==> src/rtl/psk_pkg.sv <==
// Shared definitions for the 1-bit PSK coarse phase-search path.
// Holds the search FSM encoding, the NCO phase width and the saturating step helper.
// Pure declarations; no logic, latency or flow control of its own.
package psk_pkg;

  // NCO phase control word width; phase arithmetic wraps modulo 2^PHASE_W.
  localparam int PHASE_W = 12;

  typedef logic [PHASE_W-1:0] phase_t;

  typedef enum logic [2:0] {
    S_IDLE,
    S_SETTLE,
    S_INTEG,
    S_EVAL,
    S_DONE
  } state_e;

  // Adds +1 (up) or -1 (!up) to acc and clamps the result to +/-max_v.
  // The range is kept symmetric so that a magnitude never overflows.
  function automatic int sat_step(input int acc, input logic up, input int max_v);
    int r;
    r = up ? acc + 1 : acc - 1;
    if (r > max_v) begin
      r = max_v;
    end else if (r < -max_v) begin
      r = -max_v;
    end
    return r;
  endfunction

endpackage

==> src/rtl/psk_phase_search_if.sv <==
// Bundle of the phase-search control, sample and result signals.
// Pure wiring: no latency; start is a single-cycle pulse, no backpressure.
// master = the controlling/stimulus side, slave = psk_phase_search.
interface psk_phase_search_if #(
  parameter int ACC_W = 16
);
  import psk_pkg::*;

  // Sweep request and configuration.
  logic                    start;
  phase_t                  phase_base;
  logic [15:0]             integ_len;

  // 1-bit sample stream and NCO reference.
  logic                    sample_bit;
  logic                    ref_bit;

  // Phase drive back to the NCO and search results.
  phase_t                  phase_control_word;
  logic                    busy;
  logic                    done;
  logic                    corr_valid;
  logic signed [ACC_W-1:0] corr_value;
  phase_t                  best_phase;
  logic signed [ACC_W-1:0] best_corr;

  modport master (
    output start, phase_base, integ_len, sample_bit, ref_bit,
    input  phase_control_word, busy, done, corr_valid, corr_value,
           best_phase, best_corr
  );

  modport slave (
    input  start, phase_base, integ_len, sample_bit, ref_bit,
    output phase_control_word, busy, done, corr_valid, corr_value,
           best_phase, best_corr
  );

endinterface

==> src/rtl/psk_corr_acc.sv <==
// Saturating +/-1 correlation accumulator with synchronous clear and enable.
// Latency: one cycle to acc_q; acc_d exposes the value being loaded this edge.
// No backpressure: one term per enabled cycle; clear has priority over enable.
module psk_corr_acc
  import psk_pkg::*;
#(
  parameter int ACC_W = 16
) (
  input  logic                    clk,
  input  logic                    rst,
  input  logic                    clr,
  input  logic                    en,
  input  logic                    agree,
  output logic signed [ACC_W-1:0] acc_d
);

  localparam int MAX_V = (1 << (ACC_W - 1)) - 1;

  logic signed [ACC_W-1:0] acc_q;

  // Next value: clear, else add +1 on agreement / -1 on disagreement, clamped.
  always_comb begin
    acc_d = acc_q;
    if (clr) begin
      acc_d = '0;
    end else if (en) begin
      acc_d = ACC_W'(sat_step(int'(acc_q), agree, MAX_V));
    end
  end

  // Accumulator register.
  always_ff @(posedge clk) begin
    if (rst) begin
      acc_q <= '0;
    end else begin
      acc_q <= acc_d;
    end
  end

endmodule

==> src/rtl/psk_phase_search.sv <==
// Coarse phase search: sweeps the NCO phase word and keeps the best-correlating step.
// Latency: N_STEPS*(SETTLE+L+1)+1 cycles from accepted start to done; all outputs registered.
// No backpressure: start is ignored while busy; rst aborts a sweep immediately.
// Build option PSK_SEARCH_ABS_EN: rank steps by |correlation| so an inverted lock also wins.
module psk_phase_search
  import psk_pkg::*;
#(
  parameter int ACC_W      = 16,
  parameter int N_STEPS    = 16,
  parameter int PHASE_STEP = 256,
  parameter int SETTLE     = 4
) (
  input logic               clk,
  input logic               rst,
  psk_phase_search_if.slave bus
);

  localparam logic [15:0] SETTLE_LAST = 16'(SETTLE - 1);
  localparam logic [11:0] STEP_LAST   = 12'(N_STEPS - 1);
  localparam phase_t      STEP_INC    = phase_t'(PHASE_STEP);
  // Strictly below every reachable metric, so the first step always wins.
  localparam logic signed [ACC_W-1:0] METRIC_FLOOR = {1'b1, {(ACC_W-1){1'b0}}};

  state_e                  state_q, state_d;
  logic [15:0]             cnt_q, cnt_d;
  logic [11:0]             step_q, step_d;
  logic [15:0]             len_q, len_d;
  phase_t                  phase_word_q, phase_word_d;
  logic                    busy_q, busy_d;
  logic                    done_q, done_d;
  logic                    corr_valid_q, corr_valid_d;
  logic signed [ACC_W-1:0] corr_value_q, corr_value_d;
  phase_t                  best_phase_q, best_phase_d;
  logic signed [ACC_W-1:0] best_corr_q, best_corr_d;

  logic                    acc_clr, acc_en;
  logic signed [ACC_W-1:0] acc_d;
  logic signed [ACC_W-1:0] metric;
  logic                    settle_end, integ_end, last_step, better;

  psk_corr_acc #(
    .ACC_W (ACC_W)
  ) u_acc (
    .clk   (clk),
    .rst   (rst),
    .clr   (acc_clr),
    .en    (acc_en),
    .agree (bus.sample_bit == bus.ref_bit),
    .acc_d (acc_d)
  );

  // Ranking metric of the step just completed (corr_value_q is valid in EVAL).
  always_comb begin
`ifdef PSK_SEARCH_ABS_EN
    // The accumulator range is symmetric, so negation cannot overflow.
    metric = corr_value_q[ACC_W-1] ? -corr_value_q : corr_value_q;
`else
    metric = corr_value_q;
`endif
  end

  // Terminal-count and comparison flags shared by the FSM and the datapath.
  always_comb begin
    settle_end = (cnt_q == SETTLE_LAST);
    integ_end  = (cnt_q == len_q - 16'd1);
    last_step  = (step_q == STEP_LAST);
    better     = (metric > best_corr_q);
  end

  // FSM state register.
  always_ff @(posedge clk) begin
    if (rst) begin
      state_q <= S_IDLE;
    end else begin
      state_q <= state_d;
    end
  end

  // FSM next-state logic.
  always_comb begin
    state_d = state_q;
    case (state_q)
      S_IDLE:   if (bus.start) state_d = S_SETTLE;
      S_SETTLE: if (settle_end) state_d = S_INTEG;
      S_INTEG:  if (integ_end) state_d = S_EVAL;
      S_EVAL:   state_d = last_step ? S_DONE : S_SETTLE;
      S_DONE:   state_d = S_IDLE;
      default:  state_d = S_IDLE;
    endcase
  end

  // FSM outputs: counters, phase drive, result registers and accumulator control.
  always_comb begin
    cnt_d        = cnt_q;
    step_d       = step_q;
    len_d        = len_q;
    phase_word_d = phase_word_q;
    busy_d       = busy_q;
    done_d       = 1'b0;
    corr_valid_d = 1'b0;
    corr_value_d = corr_value_q;
    best_phase_d = best_phase_q;
    best_corr_d  = best_corr_q;
    acc_clr      = 1'b1;
    acc_en       = 1'b0;
    case (state_q)
      S_IDLE: begin
        if (bus.start) begin
          // A zero length still integrates one sample per step.
          len_d        = (bus.integ_len == 16'd0) ? 16'd1 : bus.integ_len;
          phase_word_d = bus.phase_base;
          busy_d       = 1'b1;
          cnt_d        = '0;
          step_d       = '0;
          best_phase_d = bus.phase_base;
          best_corr_d  = METRIC_FLOOR;
        end
      end
      S_SETTLE: begin
        // Accumulator stays cleared while the NCO pipeline catches up.
        cnt_d = settle_end ? 16'd0 : cnt_q + 16'd1;
      end
      S_INTEG: begin
        acc_clr = 1'b0;
        acc_en  = 1'b1;
        cnt_d   = integ_end ? 16'd0 : cnt_q + 16'd1;
        if (integ_end) begin
          // Publish the total including this cycle's sample.
          corr_valid_d = 1'b1;
          corr_value_d = acc_d;
        end
      end
      S_EVAL: begin
        // Strict compare: on a tie the earlier step is kept.
        if (better) begin
          best_phase_d = phase_word_q;
          best_corr_d  = metric;
        end
        if (last_step) begin
          // Park the NCO on the winner so tracking can start from it.
          phase_word_d = best_phase_d;
          busy_d       = 1'b0;
          done_d       = 1'b1;
        end else begin
          phase_word_d = phase_word_q + STEP_INC;
          step_d       = step_q + 12'd1;
        end
      end
      default: ;
    endcase
  end

  // Datapath and output registers.
  always_ff @(posedge clk) begin
    if (rst) begin
      cnt_q        <= '0;
      step_q       <= '0;
      len_q        <= 16'd1;
      phase_word_q <= '0;
      busy_q       <= 1'b0;
      done_q       <= 1'b0;
      corr_valid_q <= 1'b0;
      corr_value_q <= '0;
      best_phase_q <= '0;
      best_corr_q  <= '0;
    end else begin
      cnt_q        <= cnt_d;
      step_q       <= step_d;
      len_q        <= len_d;
      phase_word_q <= phase_word_d;
      busy_q       <= busy_d;
      done_q       <= done_d;
      corr_valid_q <= corr_valid_d;
      corr_value_q <= corr_value_d;
      best_phase_q <= best_phase_d;
      best_corr_q  <= best_corr_d;
    end
  end

  assign bus.phase_control_word = phase_word_q;
  assign bus.busy               = busy_q;
  assign bus.done               = done_q;
  assign bus.corr_valid         = corr_valid_q;
  assign bus.corr_value         = corr_value_q;
  assign bus.best_phase         = best_phase_q;
  assign bus.best_corr          = best_corr_q;

endmodule

==> src/flat_wrapper.sv <==
// flat-port wrapper written by rule: the top's interface ports become plain ports
module psk_phase_search_flat import psk_pkg::*;
#(
  parameter int ACC_W      = 16,
  parameter int N_STEPS    = 16,
  parameter int PHASE_STEP = 256,
  parameter int SETTLE     = 4
)
  (clk, rst, bus_start, bus_phase_base, bus_integ_len, bus_sample_bit, bus_ref_bit, bus_phase_control_word, bus_busy, bus_done, bus_corr_valid, bus_corr_value, bus_best_phase, bus_best_corr);
  psk_phase_search_if #(.ACC_W(ACC_W)) bus_i ();
  input logic clk;
  input logic rst;
  input wire logic [$bits(bus_i.start)-1:0] bus_start;
  input wire logic [$bits(bus_i.phase_base)-1:0] bus_phase_base;
  input wire logic [$bits(bus_i.integ_len)-1:0] bus_integ_len;
  input wire logic [$bits(bus_i.sample_bit)-1:0] bus_sample_bit;
  input wire logic [$bits(bus_i.ref_bit)-1:0] bus_ref_bit;
  output wire logic [$bits(bus_i.phase_control_word)-1:0] bus_phase_control_word;
  output wire logic [$bits(bus_i.busy)-1:0] bus_busy;
  output wire logic [$bits(bus_i.done)-1:0] bus_done;
  output wire logic [$bits(bus_i.corr_valid)-1:0] bus_corr_valid;
  output wire logic [$bits(bus_i.corr_value)-1:0] bus_corr_value;
  output wire logic [$bits(bus_i.best_phase)-1:0] bus_best_phase;
  output wire logic [$bits(bus_i.best_corr)-1:0] bus_best_corr;
  assign bus_i.start = bus_start;
  assign bus_i.phase_base = bus_phase_base;
  assign bus_i.integ_len = bus_integ_len;
  assign bus_i.sample_bit = bus_sample_bit;
  assign bus_i.ref_bit = bus_ref_bit;
  assign bus_phase_control_word = bus_i.phase_control_word;
  assign bus_busy = bus_i.busy;
  assign bus_done = bus_i.done;
  assign bus_corr_valid = bus_i.corr_valid;
  assign bus_corr_value = bus_i.corr_value;
  assign bus_best_phase = bus_i.best_phase;
  assign bus_best_corr = bus_i.best_corr;
  psk_phase_search #(.ACC_W(ACC_W), .N_STEPS(N_STEPS), .PHASE_STEP(PHASE_STEP), .SETTLE(SETTLE)) u_core (.clk(clk), .rst(rst), .bus(bus_i));
endmodule
==> config.mk <==
export PLATFORM = sky130hd
export DESIGN_NAME = psk_phase_search_flat
export DESIGN_NICKNAME = d
export VERILOG_FILES = /design/src/rtl/psk_pkg.sv /design/src/rtl/psk_phase_search_if.sv /design/src/rtl/psk_corr_acc.sv /design/src/rtl/psk_phase_search.sv /design/src/flat_wrapper.sv
export SDC_FILE = /design/constraint.sdc
export NUM_CORES = 1
export LEC_CHECK = 0
export ABC_AREA = 1
export CAP_MARGIN = 30
export CORE_UTILIZATION = 40
export DETAILED_ROUTE_END_ITERATION = 8
export PLACE_DENSITY = 0.65
export SKIP_LAST_GASP = 1
export SLEW_MARGIN = 20
export SYNTH_ARGS = -nofsm -noshare
export SYNTH_HDL_FRONTEND = slang
export SYNTH_SLANG_ARGS = --single-unit
==> constraint.sdc <==
create_clock -name clk -period 5.6 [get_ports clk]
set_input_delay 1.12 -clock clk [delete_from_list [all_inputs] [get_ports clk]]
set_output_delay 1.12 -clock clk [all_outputs]
set_load 0.05 [all_outputs]
==> results of run 1 <==
==> cell families after synthesis <==
| logic type | after synthesis |
|---|---|
| AND/OR/NAND/NOR | 590 |
| buffers and inverters | 229 |
| AO/OA/AOI/OAI | 150 |
| flip-flops | 122 |
| adder cells (fa/ha/maj) | 37 |
| XOR/XNOR | 31 |
==> layout make-up <==
cell class | instances | area, µm² | area share, %
Clock buffer | 20 | 457 | 4.90
Tap cell | 229 | 287 | 3.07
Inverter | 197 | 739 | 7.93
Sequential cell | 122 | 2440 | 26.2
Multi-Input combinational cell | 808 | 4220 | 45.3
Clock inverter | 12 | 243 | 2.60
Timing Repair Buffer | 94 | 933 | 10.0
==> worst reg2reg max path: stages (launching register included) <==
cell	delay, ns
sky130_fd_sc_hd__dfxtp_1	0.48
sky130_fd_sc_hd__inv_1	0.11
sky130_fd_sc_hd__fa_1	0.47
sky130_fd_sc_hd__inv_1	0.12
sky130_fd_sc_hd__nand3_1	0.10
sky130_fd_sc_hd__nand2_1	0.13
sky130_fd_sc_hd__nand2_1	0.08
sky130_fd_sc_hd__nand2_1	0.09
sky130_fd_sc_hd__nand3_1	0.09
sky130_fd_sc_hd__nand3_1	0.10
sky130_fd_sc_hd__nand2_1	0.15
sky130_fd_sc_hd__nand2_1	0.74
sky130_fd_sc_hd__nand2_1	0.16
sky130_fd_sc_hd__and3_1	0.21
==> state kept, by name, indices dropped and copies added, names as in the netlist, 3 cells and up <==
signal / flops
u_core.bus.best_corr: 16
u_core.bus.corr_value: 16
u_core.cnt_q: 16
u_core.len_q: 16
u_core.u_acc.acc_q: 16
u_core.bus.best_phase: 12
u_core.bus.phase_control_word: 12
u_core.step_q: 12
u_core.state_q: 3
==> path summary, 6_finish.rpt <==
check                                        start                               endpoint  slack, ns  cells past startpoint
max                                    bus_ref_bit  u_core.bus.corr_value[1]$_SDFFE_PP0P_       1.34                     16
min          u_core.bus.best_corr[15]$_SDFFE_PP0P_  u_core.bus.best_corr[15]$_SDFFE_PP0P_       0.49                      2
max reg2reg       u_core.u_acc.acc_q[0]$_SDFF_PP0_       u_core.u_acc.acc_q[1]$_SDFF_PP0_       2.46                     13
min reg2reg  u_core.bus.best_corr[15]$_SDFFE_PP0P_  u_core.bus.best_corr[15]$_SDFFE_PP0P_       0.49                      2
==> cells in the mapped netlist, drive strengths merged <==
library cell	instances
xnor3	1
ha	36
buf	14
o31ai	3
and3	1
o21a	5
a21oi	58
o21bai	13
nand3	93
or3	1
nand4	25
dfxtp	122
o21ai	57
inv	196
a31oi	3
or2	4
a32o	5
nor4	7
nand3b	4
nor3b	1
clkinv	1
a21o	1
and2	1
nor2	76
nand2	363
o22ai	3
nor3	14
xor2	20
clkbuf	18
fa	1
a211oi	2
xnor2	10
==> layer usage <==
metal / vias up / global-route usage (%)
li1: 3852 / -
met1: 3263 / 27.0
met2: 144 / 33.6
met3: 21 / 4.30
met4: 0 / 6.90
met5: - / 0
==> per-stage QoR <==
stage | total power, mW | area [µm²] | util [%] | cells
floorplan | 2.03 | 7560 | - | 1159
global placement | 2.36 | 8610 | 47.1 | 1448
detailed placement | 2.37 | 8620 | 47.2 | 1449
CTS | 3.68 | 9320 | 51.0 | 1481
global route | 3.88 | 9320 | 51.0 | 1482
finish | 3.67 | 9320 | 51.0 | 1482
==> power groups by stage <==
stage	Combinational, mW	Clock [mW]	Sequential [mW]
floorplan	0.795	0	1.24
CTS	1.30	1.32	1.06
global route	1.44	1.36	1.07
detailed placement	1.29	0	1.08
global placement	1.28	0	1.08
finish	1.30	1.31	1.06
==> results.md, run 1 <==
Critical path:
- Traced cell by cell, the critical path runs through clkdlybuf4s50_1 > xnor2_1 > inv_1 > ha_1 > nand2_1 > nand2_1 > inv_1 > nand2_1 > nand3_1 > nand3_1 > a21oi_1 > xor2_1 > nand2_1 > nand2_1 > nand3_1 > o21ai_1.
- The critical path launch point type is a primary input.
- On the worst path, the slowest cell contributes a delay of 0.63 ns.
- The required time of the worst setup path is 5.97 ns.
- Data arrives at the worst endpoint at 4.63 ns.
- The cell family with the largest share of critical-path delay is simple AND/OR/NAND/NOR gates.
- The cell type with the highest occurrence count on the critical path is sky130_fd_sc_hd__nand2_1.
- In this run the worst path has a maximum fanout of 29.
- The buffering stage count on the worst path with inverters included is 3.
- The master of the slowest instance on the critical path is sky130_fd_sc_hd__nand2_1.
- The element type at the critical path end is a flip-flop.
- The critical path in this run is classified as primary input to flip-flop.

STA:
- The top achievable clock speed is 235 MHz.
- The final worst-path cycle share is 76.1%.
- Setup repair after global routing left no endpoint under its margin.
- For the final database, setup skew stands at slightly below 0.008 ns.
- The aggregate negative setup slack is 0 ns.
- The normalized max-slew margin is 37.3%.
- Setup violations remaining at the end of the flow were counted as 0.
- The clock period could shrink to 4.26 ns.
- For the pin with the worst max-slew slack, the measured transition is 0.939 ns.
- The count of final max-slew check failures came to 0.
- The tightest hold path in the finished design has a slack of 0.485 ns.
- Setup slack on the critical path of the routed design comes to about 1.3 ns.
- The final hold violation count is 0.

Floorplanning:
- The standard cell core area is 0.0183 mm².
- The die height is 139 µm.
- The overall die area is 0.0195 mm².
- The number of placement rows is 49.
- For this configuration, the core starts out at a cell density of between 40% and 50%.
- Measured along the x axis, the die boundary spans 139 µm.
- between 90 and 100 I/O pins were placed.

Place:
- OpenSTA, run right after detailed placement, puts the worst setup slack at 0.897 ns.
- The congestion estimate from routability-driven global placement came to 0.832.
- The HPWL after detailed placement is 14.3 mm.
- The count of buffers from port buffering is roughly 90.

Drt:
- The remaining routing DRC violations is 0.
- The highest routed metal layer is met4.
- The number of detailed-route iterations in the first pass is 7.
- The routed layout has 7280 vias.
- The post-detailed-route via-to-cell ratio is 4.91.
- The final wirelength is 19.4 mm.
- The met2 wire length is approximately 9 mm.
- The number of nets still failing antenna checks after routing is 0.
- The routed length on met3 is around 900 µm.
- The wire length the detailed router placed on met1 is around 9.5 mm.
- The wire length per cell after detailed routing is 13.1 µm.
- For this block, the initial DRC count from the detailed router was 456.

Yosys:
- The post-synthesis cell count is 1159.
- The post-synthesis cell type with the largest combined area is sky130_fd_sc_hd__dfxtp_1.
- The adder and majority gate portion of the synthesized area is 6.22%.
- The mux share of post-synthesis cell area is 0%.
- The post-synthesis cell type count is slightly below 50.
- The number of nets handed over by synthesis was 1229.
- Of the synthesized area, sequential elements account for between 30% and 40%.
- After synthesis the cells add up to ~0.0076 mm².
- Summing the areas of all and, or, nand and nor instances in the mapped netlist gives 34.6% of the synthesized area.
- The post-synthesis area per instance is 6.52 µm².
- By area, the combinational part of the netlist is dominated by simple AND/OR/NAND/NOR gates.
- Summing the areas of all xor and xnor instances in the mapped netlist gives under 10% of the synthesized area.
- In the post-synthesis netlist, the biggest area contributors are sky130_fd_sc_hd__dfxtp_1, sky130_fd_sc_hd__nand2_1, sky130_fd_sc_hd__inv_1, sky130_fd_sc_hd__ha_1, sky130_fd_sc_hd__nand3_1.
- The number of flip-flops and latches in the synthesized netlist is between 100 and 150.
- Of the post-synthesis cell area, the dominant cell type holds 32.3%.
- The share of the synthesized area in compound gates (AO/OA/AOI/OAI) is 11.2%.
- The total of warnings raised by yosys is 0.

Clock tree:
- The number of buffers added by the clock tree synthesis step is 17.
- The maximum buffer depth of the clock tree is 2.
- CTS placed an instance of sky130_fd_sc_hd__clkbuf_16 at the clock tree root.
- TritonCTS built the clock tree.
- The number of H-tree levels is 4.
- The number of hold-repair buffers added at the cts stage is 0.
- Post-CTS repair changed the size of 0 cells.
- The later pin in the worst-skew pair is clocked with a latency of 0.43 ns.
- Post-CTS timing repair inserted 0 buffers for setup.
- The clock-pin slew on the worst setup and hold paths is 0.06 ns.
- For this design, the sink count on the clock tree is approximately 120.

Global route:
- Global routing consumed, over all layers together, 20.6% of the routing resources.
- The via count of the first global-routing pass was 6638.
- The total overflow left after global routing is 0.
- The pin count of the biggest net entering global routing is 65.
- The initial antenna violation count was 0.
- The first global-routing pass estimated 32.4 mm of wire.

Cells and area:
- The final net count is between 1000 and 1500.
- Leaving out fill and tap cells, the most frequent cell in the layout is sky130_fd_sc_hd__nand2_1.
- The ratio of cells with drive above 1 in the final layout is 5.51%.
- Compared with the post-synthesis result, the final layout area differs by 23.3%.
- In the layout the commonest cells are sky130_fd_sc_hd__nand2_1, sky130_fd_sc_hd__inv_1, sky130_fd_sc_hd__dfxtp_1, sky130_fd_sc_hd__clkdlybuf4s50_1, sky130_fd_sc_hd__nand3_1.
- Fill cells in the final layout number 1778.
- The count of antenna diodes in the layout is 0.

Run:
- Across the run, the number of max-cap violations was 0.

Pwr:
- Cell internal power was estimated by the tool at 2.28 mW.
- Of the total power, the share spent switching nets is 37.9%.
- The worst-case IR drop observed on VDD is 0.000293 V.
- The net switching power of the design is 1.39 mW.
- The total power density per cell area is between 300 and 400 mW/mm².
- The part of the total power dissipated in combinational logic is a little over a third.
- The leakage component of the power is 4.63 nW.
- The power share of the clock group is 35.7%.
- Registers are responsible for 28.9% of the overall power.

Outcome:
- The flow ran to the end, and the final reports show no timing, DRC or antenna violations.

Hold path:
- The type of the worst min-delay path is flip-flop to flip-flop.
(Power assumes the default switching activity.)
==> run 2: changes to the inputs <==
==> constraint.sdc (replaced) <==
create_clock -name clk -period 4.1 [get_ports clk]
set_input_delay 0.82 -clock clk [delete_from_list [all_inputs] [get_ports clk]]
set_output_delay 0.82 -clock clk [all_outputs]
set_load 0.05 [all_outputs]
==> results.md, run 2 (synthesized netlist as in run 1, its figures left out) <==
Drt:
- The number of nets still failing antenna checks after routing is 0 (unchanged).
- The wire length per cell after detailed routing was 13.1 µm (-0.20%).
- The DRC violation total after the first TritonRoute iteration is 381 (-16%).
- The post-detailed-route via-to-cell ratio is 4.91 (about the same).
- The number of detailed-route iterations in the first pass is 5 (-2).
- The final wirelength came to 19.4 mm (about the same).
- The remaining routing DRC violations is 0 (unchanged).
- The total number of vias is 7284 (+0.055%).

Critical path:
- The worst path arrival time is 3.88 ns (-0.75 ns).
- The reg-to-reg critical path startpoint is u_core.bus.best_corr[13]$_SDFFE_PP0P_.
- The internal reg-to-reg setup slack was 1.14 ns (-1.32 ns).
- The count of cells along the worst register-to-register path is 10 (-3).
- The cell type with the highest occurrence count on the critical path is sky130_fd_sc_hd__nand2_1.
- The start point of the critical path is bus_ref_bit.
- Walking the worst path, the cells encountered are clkdlybuf4s50_1 > xnor2_1 > inv_1 > ha_1 > nand2_1 > nor2_1 > nand2_1 > nand3_1 > nand2_1 > nand2_1 > nand2_1 > nor2_1 > nand2_1 > nor2_1 > nand2_1 > nand2_1 > nand2_2 > nand2_1 > nand3_1 > nand2_1 > inv_1.
- The maximum cell stage delay along the critical path came to 0.49 ns (-0.14 ns).
- The highest net fanout along the worst path is 15 (-48%).
- The element type at the critical path end is a flip-flop.
- The required time of the worst setup path came to 4.42 ns (-1.55 ns).
- The master of the slowest instance on the critical path is sky130_fd_sc_hd__ha_1.
- The critical path in this run is classified as primary input to flip-flop.
- The destination of the worst register-to-register timing path is u_core.bus.best_corr[4]$_SDFFE_PP0P_.
- The worst setup path is launched from a primary input.
- In this run the worst setup path terminates at u_core.bus.corr_value[7]$_SDFFE_PP0P_.

Floorplanning:
- The number of primary I/O pins is 92 (unchanged).
- The overall die area is 0.0195 mm² (unchanged).
- The number of placement rows is 49 (unchanged).
- The die height was 139 µm (unchanged).
- The horizontal die dimension is 139 µm (unchanged).
- The initial core utilization is 41.4% (unchanged).
- The standard cell core area is 0.0183 mm² (unchanged).

Place:
- The final estimated routing congestion in global placement is 0.844 (+1.5%).
- The total half-perimeter wirelength after legalization and detailed placement came to 14.4 mm (+0.42%).
- The count of buffers from port buffering was 91 (unchanged).
- The placed cell area was 0.00865 mm² (+0.41%).
- The number of placed instances, taps included is 1452 (+0.21%).

STA:
- The transition time of the tightest slew-check pin came to 0.911 ns (-0.0281 ns).
- Timing would allow up to 280 MHz.
- The normalized max-slew margin was 39.1% (+1.8 points).
- After layout, the worst path uses between 80 and 90% of the clock period.
- The count of final max-slew check failures is 0 (unchanged).
- Setup repair after global routing left no endpoint under its margin.
- The aggregate negative setup slack is 0 ns (unchanged).
- The final setup violation count is 0 (unchanged).
- The worst clock skew was 0.00982 ns (+0.00207 ns).
- The final critical delay including setup and external delays is 3.57 ns.
- The final hold violation count is 0 (unchanged).

Hold path:
- The type of the worst min-delay path is flip-flop to flip-flop.

Cells and area:
- The ratio of cells with drive above 1 in the final layout is 5.42% (-0.088 points).
- The commonest non-fill, non-tap cell in the layout is sky130_fd_sc_hd__nand2_1.
- The post-route standard cell area excluding fillers is 0.00927 mm² (-0.54%).
- The library cells used most frequently in the layout, excluding fill and tap cells, are sky130_fd_sc_hd__nand2_1, sky130_fd_sc_hd__inv_1, sky130_fd_sc_hd__dfxtp_1, sky130_fd_sc_hd__clkdlybuf4s50_1, sky130_fd_sc_hd__nand3_1.
- The area growth from synthesis to layout is 22.7%.
- The count of non-filler cells in the finished layout is 1484 (+0.13%).
- The final net count is 1312 (+0.15%).
- The flip-flop and latch area is 0.00244 mm² (unchanged).
- The filler cell count in the final layout is 1849 (+4.0%).
- The count of antenna diodes in the layout was 0 (unchanged).
- The multi-input logic area came to 0.00422 mm² (unchanged).
- The final core area utilization is 50.8% (-0.27 points).

Clock tree:
- TritonCTS built the clock tree.
- The number of H-tree levels was 4 (unchanged).
- The cell at the root of the clock tree is sky130_fd_sc_hd__clkbuf_16.
- The source-to-sink clock delay at the later pin of the worst-skew pair was 0.42 ns (about the same).
- The number of hold-repair buffers added at the cts stage is 0 (unchanged).
- The number of gates resized after cts is 0 (unchanged).
- The clock-pin slew on the worst setup and hold paths is 0.06 ns (about the same).
- The buffer count from post-CTS setup fixing is 0 (unchanged).
- The maximum buffer depth of the clock tree is 2 (unchanged).
- The clock net sink count is 122 (unchanged).
- The number of buffers added by the clock tree synthesis step came to 17 (unchanged).

Global route:
- The met1 track demand over resource in global routing came to 28.4% (+1.4 points).
- The busiest metal layer after global routing is met2.
- The wire length of the first global-routing pass is 33.0 mm (+2.0%).
- The via count of the first global-routing pass was 6757 (+1.8%).
- The pin count of the biggest net entering global routing is 65 (unchanged).
- The global-route usage over all layers came to 20.8% (+0.21 points).
- The met2 track demand over resource in global routing is 33.3% (-0.29 points).
- The global routing usage on met3 came to 3.37% (-0.93 points).
- The global-route congestion overflow total came to 0 (unchanged).
- The initial antenna violation count was 0 (unchanged).

Pwr:
- The power share of the clock group came to 32.9% (-2.8 points).
- The overall power after layout is 4.82 mW (+31%).
- The leakage component of the power was 4.60 nW (-0.66%).
- The switching share of total power is 39.3% (+1.4 points).
- The highest ir drop seen on vdd came to 0.000381 V (+30%).
- The sequential fraction of design power is 30.1% (+1.2 points).
- The total power density per cell area was 520 mW/mm² (+32%).
- The total internal power is 2.92 mW (+28%).
- The net switching power of the design came to 1.89 mW (+36%).
- The part of the total power dissipated in combinational logic is 37.0% (+1.6 points).

Outcome:
- The run finished with clean final reports.

Run:
- The count of max-cap constraint violations is 0 (unchanged).
[run 2: cell type report]
cell class	count	area share [%]
well taps	229	3.09
flip-flops and latches	122	26.3
repair buffers	96	10.4
clock inverters	10	1.81
multi-input cells	808	45.5
clock buffers	22	4.90
inverters	197	7.97
[run 2: routing by layer]
layer / part of all wire (%) / vias to the layer above
li1: - / 3864
met3: 4.6 / 22
met5: 0 / -
met1: 50 / 3223
met2: 44 / 175
met4: 1.4 / 0
[run 2: worst min path at each step]
stage	slack [ns]	endpoint	start	depth (start not counted)
2_1_floorplan	0.45	u_core.step_q[3]$_SDFFE_PP0P_	u_core.step_q[3]$_SDFFE_PP0P_	2
3_3_place_gp	0.47	u_core.step_q[3]$_SDFFE_PP0P_	u_core.step_q[3]$_SDFFE_PP0P_	2
6_report	0.49	u_core.bus.phase_control_word[6]$_SDFFE_PP0P_	u_core.bus.phase_control_word[6]$_SDFFE_PP0P_	2
3_5_place_dp	0.48	u_core.bus.phase_control_word[6]$_SDFFE_PP0P_	u_core.bus.phase_control_word[6]$_SDFFE_PP0P_	2
4_1_cts	0.49	u_core.bus.phase_control_word[1]$_SDFFE_PP0P_	u_core.bus.phase_control_word[1]$_SDFFE_PP0P_	2
5_1_grt	0.51	u_core.bus.phase_control_word[6]$_SDFFE_PP0P_	u_core.bus.phase_control_word[6]$_SDFFE_PP0P_	2
[run 2: critical path: cells and delay by family]
kind	cells	cell delay, ns
simple gates	16	1.57
xor+xnor	1	0.27
buf+inv	3	0.76
fa+ha+maj	1	0.49
[run 2: per-stage QoR]
| step | worst slack, ns | hold slack [ns] |
|---|---|---|
| after floorplan | 1.03 | 0.453 |
| after detailed placement | 0.130 | 0.478 |
| after global routing | 0.103 | 0.513 |
| final | 0.535 | 0.491 |
| after CTS | 0.544 | 0.491 |
| after global placement | 0.168 | 0.472 |
[run 2: power by group through the flow]
stage                     registers (mW)  logic, mW  clock network (mW)
final                               1.45       1.78                1.58
after global routing                1.47       1.99                1.66
after CTS                           1.45       1.78                1.61
after detailed placement            1.47       1.77                   0
after global placement              1.47       1.75                   0
after floorplan                     1.69       1.09                   0
